===== src/rtl/decode_hazard_ctrl.sv =====
// Decode-stage hazard controller: tracks EX/MEM/WB destinations, selects operand
// forwarding, raises load-use and multiply stalls, and flushes decode on a taken jump.
module decode_hazard_ctrl #(
  parameter int MUL_LAT = 4
) (
  input  logic       clk,
  input  logic       rst_n,
  input  logic       dec_valid,
  input  logic [4:0] rs1,
  input  logic [4:0] rs2,
  input  logic [4:0] rd,
  input  logic       rs1v,
  input  logic       rs2v,
  input  logic       rdv,
  input  logic       is_load,
  input  logic       is_mul,
  input  logic       jmp,
  input  logic       mem_stall,
  output logic       stall,
  output logic       issue,
  output logic       flush,
  output logic [1:0] fwd_a,
  output logic [1:0] fwd_b,
  output logic       ex_busy
);

  typedef struct packed {
    logic       valid;
    logic [4:0] rd;
    logic       rdv;
    logic       load;
  } entry_t;

  localparam entry_t     BUBBLE   = {1'b0, 5'd0, 1'b0, 1'b0};
  localparam logic [3:0] MUL_LOAD = 4'(MUL_LAT - 1);

  entry_t     ex_r;
  entry_t     mem_r;
  entry_t     wb_r;
  logic [3:0] cnt_r;

  entry_t     dec_entry_s;
  logic       busy_s;
  logic       load_use_s;
  logic       stall_s;
  logic       issue_s;
  logic       flush_s;
  logic [1:0] fwd_a_s;
  logic [1:0] fwd_b_s;

  // x0 is hardwired to zero, so it never creates a dependency.
  function automatic logic src_match(entry_t e, logic [4:0] rs, logic rsv);
    return rsv && (rs != 5'd0) && e.valid && e.rdv && (e.rd == rs);
  endfunction

  function automatic logic [1:0] fwd_sel(entry_t ex, entry_t mem, entry_t wb,
                                         logic [4:0] rs, logic rsv);
    logic [1:0] sel;
    if (src_match(ex, rs, rsv)) begin
      sel = 2'b01;
    end else if (src_match(mem, rs, rsv)) begin
      sel = 2'b10;
    end else if (src_match(wb, rs, rsv)) begin
      sel = 2'b11;
    end else begin
      sel = 2'b00;
    end
    return sel;
  endfunction

  assign busy_s      = (cnt_r != 4'd0);
  assign dec_entry_s = {1'b1, rd, rdv, is_load};

  // Operand source selects, youngest producer first.
  always_comb begin
    fwd_a_s = 2'b00;
    fwd_b_s = 2'b00;
    fwd_a_s = fwd_sel(ex_r, mem_r, wb_r, rs1, rs1v);
    fwd_b_s = fwd_sel(ex_r, mem_r, wb_r, rs2, rs2v);
  end

  // Stall / issue / flush decision; a taken jump wins over a load-use stall.
  always_comb begin
    load_use_s = 1'b0;
    flush_s    = 1'b0;
    stall_s    = 1'b0;
    issue_s    = 1'b0;
    if (rst_n) begin
      load_use_s = ex_r.load &&
                   (src_match(ex_r, rs1, rs1v) || src_match(ex_r, rs2, rs2v));
      flush_s    = jmp && !mem_stall && !busy_s;
      stall_s    = mem_stall || busy_s || (load_use_s && !flush_s);
      issue_s    = dec_valid && !stall_s && !flush_s;
    end else begin
      load_use_s = 1'b0;
      flush_s    = 1'b0;
      stall_s    = 1'b0;
      issue_s    = 1'b0;
    end
  end

  // Tracker shift: frozen on mem_stall, EX held with MEM bubbles while a multiply runs.
  always_ff @(posedge clk or negedge rst_n) begin
    if (!rst_n) begin
      ex_r  <= BUBBLE;
      mem_r <= BUBBLE;
      wb_r  <= BUBBLE;
    end else if (mem_stall) begin
      ex_r  <= ex_r;
      mem_r <= mem_r;
      wb_r  <= wb_r;
    end else if (busy_s) begin
      ex_r  <= ex_r;
      mem_r <= BUBBLE;
      wb_r  <= mem_r;
    end else begin
      wb_r  <= mem_r;
      mem_r <= ex_r;
      ex_r  <= issue_s ? dec_entry_s : BUBBLE;
    end
  end

  // Multiply occupancy counter; zero means EX completes this cycle.
  always_ff @(posedge clk or negedge rst_n) begin
    if (!rst_n) begin
      cnt_r <= 4'd0;
    end else if (mem_stall) begin
      cnt_r <= cnt_r;
    end else if (busy_s) begin
      cnt_r <= cnt_r - 4'd1;
    end else if (issue_s && is_mul) begin
      cnt_r <= MUL_LOAD;
    end else begin
      cnt_r <= 4'd0;
    end
  end

  assign stall   = stall_s;
  assign issue   = issue_s;
  assign flush   = flush_s;
  assign fwd_a   = fwd_a_s;
  assign fwd_b   = fwd_b_s;
  assign ex_busy = busy_s;

endmodule


===== config.mk =====
export PLATFORM = sky130hd
export DESIGN_NAME = decode_hazard_ctrl
export DESIGN_NICKNAME = d
export VERILOG_FILES = /design/src/rtl/decode_hazard_ctrl.sv
export SDC_FILE = /design/constraint.sdc
export NUM_CORES = 1
export LEC_CHECK = 0
export ABC_CLOCK_PERIOD_IN_PS = 2900
export BUFFER_PORTS_ARGS = -buffer_cell sky130_fd_sc_hd__buf_2
export CORE_MARGIN = 8
export CORE_UTILIZATION = 45
export DETAILED_ROUTE_END_ITERATION = 16
export PLACE_DENSITY = 0.71
export SYNTH_ARGS = -nofsm -noshare
export SYNTH_HDL_FRONTEND = slang
export SYNTH_SLANG_ARGS = --single-unit
export TNS_END_PERCENT = 20

===== constraint.sdc =====
create_clock -name clk -period 2.9 [get_ports clk]
set_clock_uncertainty 0.1 [all_clocks]
set_input_delay 0.145 -clock clk [delete_from_list [all_inputs] [get_ports clk]]
set_output_delay 0.145 -clock clk [all_outputs]
set_load 0.01 [all_outputs]

## Word-level counts from Yosys, hierarchy flattened

Index checks and enable logic that the tools add are counted.

- Output and inout bits: 8
- Logic and storage cells: 71
- Register bits after elaboration: 26
- Bits of input ports: 25

- Equal/unequal tests: 6
- Reduce and logical (&&, ||, !) cells: 38
- Bitwise gates (word level): 2
- $add $sub $neg: 1
- Mux-type cells: 13

Operator list:

| cell | count |
|---|---|
| $eq 5x5->1 | 6 |
| $logic_and 1x1->1 | 27 |
| $mux 8 | 2 |
| $mux 2 | 7 |
| $reduce_bool 5->1 | 2 |
| $logic_not 1->1 | 4 |
| $mux 4 | 1 |
| $reduce_bool 4->1 | 1 |
| $sub 4x1->4 const B | 1 |
| $logic_or 1x1->1 | 3 |
| $mux 1 | 3 |
| $not 1->1 | 2 |
| $reduce_and 2->1 | 1 |

## Longest topological paths before layout

- Depth after elaboration: 16
- Mapped depth: 9

## Worst setup path after synthesis

Ideal clock, no wire load.

- Kind: register to register
- Start: register ex_r[2] in the netlist's numbering
- End: register ex_r[0] in the netlist's numbering
- Setup time: 0.121 ns
- Cell stages (with the launch flop): 8
- Clock period less this slack: 1.819 ns
- Slack: 1.081 ns
- Data arrival time: 1.598 ns
- Buffers on the path: 1
- Cell sequence: dfrtp_1 -> xnor2_1 -> nand4_1 -> nor4_1 -> o21ai_2 -> and3_1 -> buf_6 -> a22o_1

- Cells in the longest elaborated chain, start to end: 11

Ends and longest elaborated chain:

| what | line | text |
|---|---|---|
| from (decl) | 37 | `entry_t ex_r;` |
| from (signal assigned) | 109 | `ex_r <= ex_r;` |
| from (signal assigned) | 113 | `ex_r <= ex_r;` |
| from (signal assigned) | 119 | `ex_r <= issue_s ? dec_entry_s : BUBBLE;` |
| $eq 5x5->1 | 53 | `return rsv && (rs != 5'd0) && e.valid && e.rdv && (e.rd == rs);` |
| $logic_and 1x1->1 | 53 |  |
| $logic_or 1x1->1 * | 90 | `(src_match(ex_r, rs1, rs1v) \|\| src_match(ex_r, rs2, rs2v));` |
| $logic_and 1x1->1 * | 89 | `load_use_s = ex_r.load &&` |
| $logic_and 1x1->1 * | 92 | `stall_s = mem_stall \|\| busy_s \|\| (load_use_s && !flush_s);` |
| $logic_or 1x1->1 * | 92 |  |
| $logic_not 1->1 * | 93 | `issue_s = dec_valid && !stall_s && !flush_s;` |
| $logic_and 1x1->1 * (2 in series) | 93 |  |
| $mux 1 * | 88 | `if (rst_n) begin` |
| via issue | 20 | `output logic issue,` |
| $mux 8 * | 119 |  |

Mark *: on every way through the listed nets, which the timed path passes. The rest lies on a longest branch.
A chain may end at the register's enable or synchronous reset.

## Worst setup path in the final report

- Start: register cnt_r[0]
- End: output issue

- Cells in the longest elaborated chain, start to end: 10

Ends and longest elaborated chain:

| what | line | text |
|---|---|---|
| from (decl) | 40 | `logic [3:0] cnt_r;` |
| from (signal assigned) | 128 | `cnt_r <= cnt_r;` |
| from (signal assigned) | 130 | `cnt_r <= cnt_r - 4'd1;` |
| $reduce_bool 4->1 * | 71 | `assign busy_s = (cnt_r != 4'd0);` |
| $logic_not 1->1 | 91 | `flush_s = jmp && !mem_stall && !busy_s;` |
| $logic_and 1x1->1 | 91 |  |
| $logic_not 1->1 | 92, 93 |  |
| $logic_and 1x1->1 | 92 |  |
| $logic_or 1x1->1 | 92 |  |
| $logic_not 1->1 | 93 |  |
| $logic_and 1x1->1 | 93 |  |
| $logic_and 1x1->1 * | 93 |  |
| $mux 1 * | 88 |  |
| to (decl) | 20 |  |

Every way passes the cells marked *; elsewhere a longest branch is shown, timed or not.

==> impl_metrics.toml <==
[detailed_routing]
drc = 0
num_vias = 1262
drt_pass1_iterations = 4
via_per_inst = 5.303
wl_per_cell_um = 15.92
routed_wl_um = 3788
drtAntennaViolNets = 0
drt_iter0_drc = 41

[pwr]
intPower_uw = 734.0
seqPwrFrac = 0.485
netSwitchingPower_uw = 329.7
switching_share = 0.3100
pwr-share-comb = 0.284
pwr-share-clk = 0.230
ir_drop_mv = 0.3872
leakagePower_nw = 0.8265
powerDensity_nw_per_um2 = 574.8
power.total_mw = 1.064

[global_routing]
antenna_found_initial = 0
globalRouteTotalUtil = 0.1461
met3_usage = 0.02456
grt_util_met1 = 0.1806
grt_overflow = 0
busiest_layer = "met2"
grt_first_pass_wirelength_um = 6203
grt_max_degree = 31
grt_pass1_vias = 1288
use_met2 = 0.2480

[synth]
synth-seq-cells = 26
yosysSeqAreaShare = 0.4323
synth_cells = 151
synthesis.nets = 177
ys.warnings.count = 0
async_flop_share = 1.000
ys.flop_type = "dfrtp_1"
syn_area_um2 = 1505
ys_types = 29
synth_enable_flop_cells = 0
postSynthAreaPerCell_um2 = 9.968

[placed_design]
finalWeightedCongestion = 0.8888
place_inst = 225
dp_hpwl_um = 2973
portBuffers = 32
place_ws_ns = 0.7162

[sta]
worst_hold_slack_ns = 0.05943
setup_tns_ns = 0
finalCriticalPeriod_ns = 2.469
setup_slack_ns = 0.4307
rsz0062_at_grt = "false"
max_freq_ghz = 0.4050
fin_crit_sh = 0.8515
hold_violations = 0
max-slew-margin-rel = 0.6307
setup_viol = 0
tightest_slew_ns = 0.5489
maxSlewViolCount = 0

[critical_path]
crit_type = "reg -> out"
cp.required_ns = 2.65
cp-end-kind = "output port"
setup.worst_path.start_class = "register"
regToRegSetupSlack_ns = 0.82
worstPathMaxFanout = 12
cp.arrival_ns = 2.22
r2r_start = "ex_r[2]$_DFFE_PN0P_"
reg2reg_depth = 6
crit-reg2reg-capture = "ex_r[3]$_DFFE_PN0P_"

[clock_tree]
ctsResizeCount = 0
clk_pin_slew_ns = 0.13
clock_path_buffers = 2
clockRootBuffer = "clkbuf_4"
clkLatencyLatePin_ns = 0.32
cts_tree = "done"
clkSinkCount = 26
cts_buffers = 3
cts_htree_levels = 1

[hold_path]
hp-class = "in -> reg"
min_path_cells = 4
hold_end = "cnt_r[0]$_DFFE_PN0N_"
worstHoldStart = "jmp"

[layout]
multi_input_area_um2 = 809.5
layout.nets = 219
fin_cells = 238
area.growth.synth_to_final_pct = 22.94
layout.filler_cells = 317
insertedDiodeCount = 0
drive_gt1_frac = 0.2656
final-seq-area_um2 = 650.6

[outcome]
status = "finished, final reports clean"

[floorplan]
start_util = 0.4583
coreArea_um2 = 3284
die_x_um = 73.84
dieArea_um2 = 5452
io_pins = 33
rows = 21
die_h_um = 73.84

[run]
maxCapViolCount = 0
## cell type report
class,count,share of cell area
repair buffers,43,0.1433
flip-flops and latches,26,0.3516
multi-input cells,115,0.4375
inverters,4,0.008114
clock inverters,1,0.01623
well taps,46,0.03110
clock buffers,3,0.01217
## power groups by stage
stage          Clock (mW)  Sequential (mW)  Combinational [mW]
5_1_grt             0.265            0.530               0.341
3_5_place_dp            0            0.524               0.296
4_1_cts             0.251            0.518               0.306
6_report            0.245            0.516               0.303
2_1_floorplan           0            0.499               0.218
3_3_place_gp            0            0.523               0.286
## registers in the layout (all words and copies together) (netlist names)
register,cells
cnt_r,4
ex_r,8
wb_r,7
mem_r,7
## synth_stat cells (3+ instances only)
master	count	area, um^2
a22o_1	7	61.31
clkbuf_1	4	15.01
dfrtp_1	26	650.6
inv_1	4	15.01
mux2_2	7	78.83
nand2_1	19	71.32
nand2b_1	5	31.28
nand4_1	7	43.79
nor2_1	4	15.01
nor3_1	3	15.01
o21ai_0	9	45.04
o21ai_2	3	26.28
or4_1	5	37.54
xnor2_1	24	210.2
xor2_1	6	52.55
## placed cells by master (no fill, tap or decap), types with 2 or more instances in the layout
cell type	instances
nor2_1	4
xnor2_1	24
o21ai_2	3
dlygate4sd3_1	9
a21o_1	2
buf_4	2
nor3_1	3
xor2_1	6
a22o_1	7
clkbuf_4	3
nand2_1	19
buf_2	32
a21oi_1	2
nand2b_1	5
or4_1	5
dfrtp_1	26
nand4_1	7
inv_1	4
or4_2	2
o21ai_0	9
mux2_2	7
and3_1	2
## critical path: stages (launching register included)
cell and delay (ns):
dfrtp_1 0.41, inv_1 0.09, ha_1 0.20, inv_1 0.06
nor3_1 0.13, buf_4 0.20, inv_1 0.07, nor2_1 0.18
and3_1 0.37, buf_2 0.19
## metal layers
metal,part of all wire,vias up
met5,0,-
met4,0.010,0
met3,0.051,4
met2,0.49,33
met1,0.45,604
li1,-,621
## stage by stage
step | area [um^2] | utilization
2_1_floorplan | 1505 | -
5_1_grt | 1851 | 0.5634
6_report | 1851 | 0.5634
3_3_place_gp | 1708 | 0.5200
3_5_place_dp | 1708 | 0.5200
4_1_cts | 1851 | 0.5634
## how the worst max path moves through the flow
stage	start	endpoint	slack, ns	cells past startpoint
after floorplan	ex_r[2]$_DFFE_PN0P_	ex_r[0]$_DFFE_PN0P_	1.08	7
final	cnt_r[0]$_DFFE_PN0N_	issue	0.43	9
after detailed placement	rs1[1]	issue	0.72	7
after global placement	rs1[1]	issue	0.76	7
after global routing	cnt_r[0]$_DFFE_PN0N_	issue	0.17	9
after CTS	cnt_r[0]$_DFFE_PN0N_	issue	0.41	9
## kinds of logic after synthesis
group                      count (synthesis)  share of synthesized area
and+or+nand+nor                           51                     0.1820
muxes                                      7                    0.05237
adders and majority gates                  1                   0.008311
xor gates and xnor gates                  30                     0.1746
DFF                                       26                     0.4323
AOI/OAI and AO/OA                         26                     0.1205
buffers and inverters                     10                    0.02992
## timing repair
action,CTS,global route
setup buffers,0,0
hold buffers,9,0
hold endpoints to repair,35,0
endpoints found under the setup margin,0,0
No activity file was read; power rests on OpenSTA's default activity.
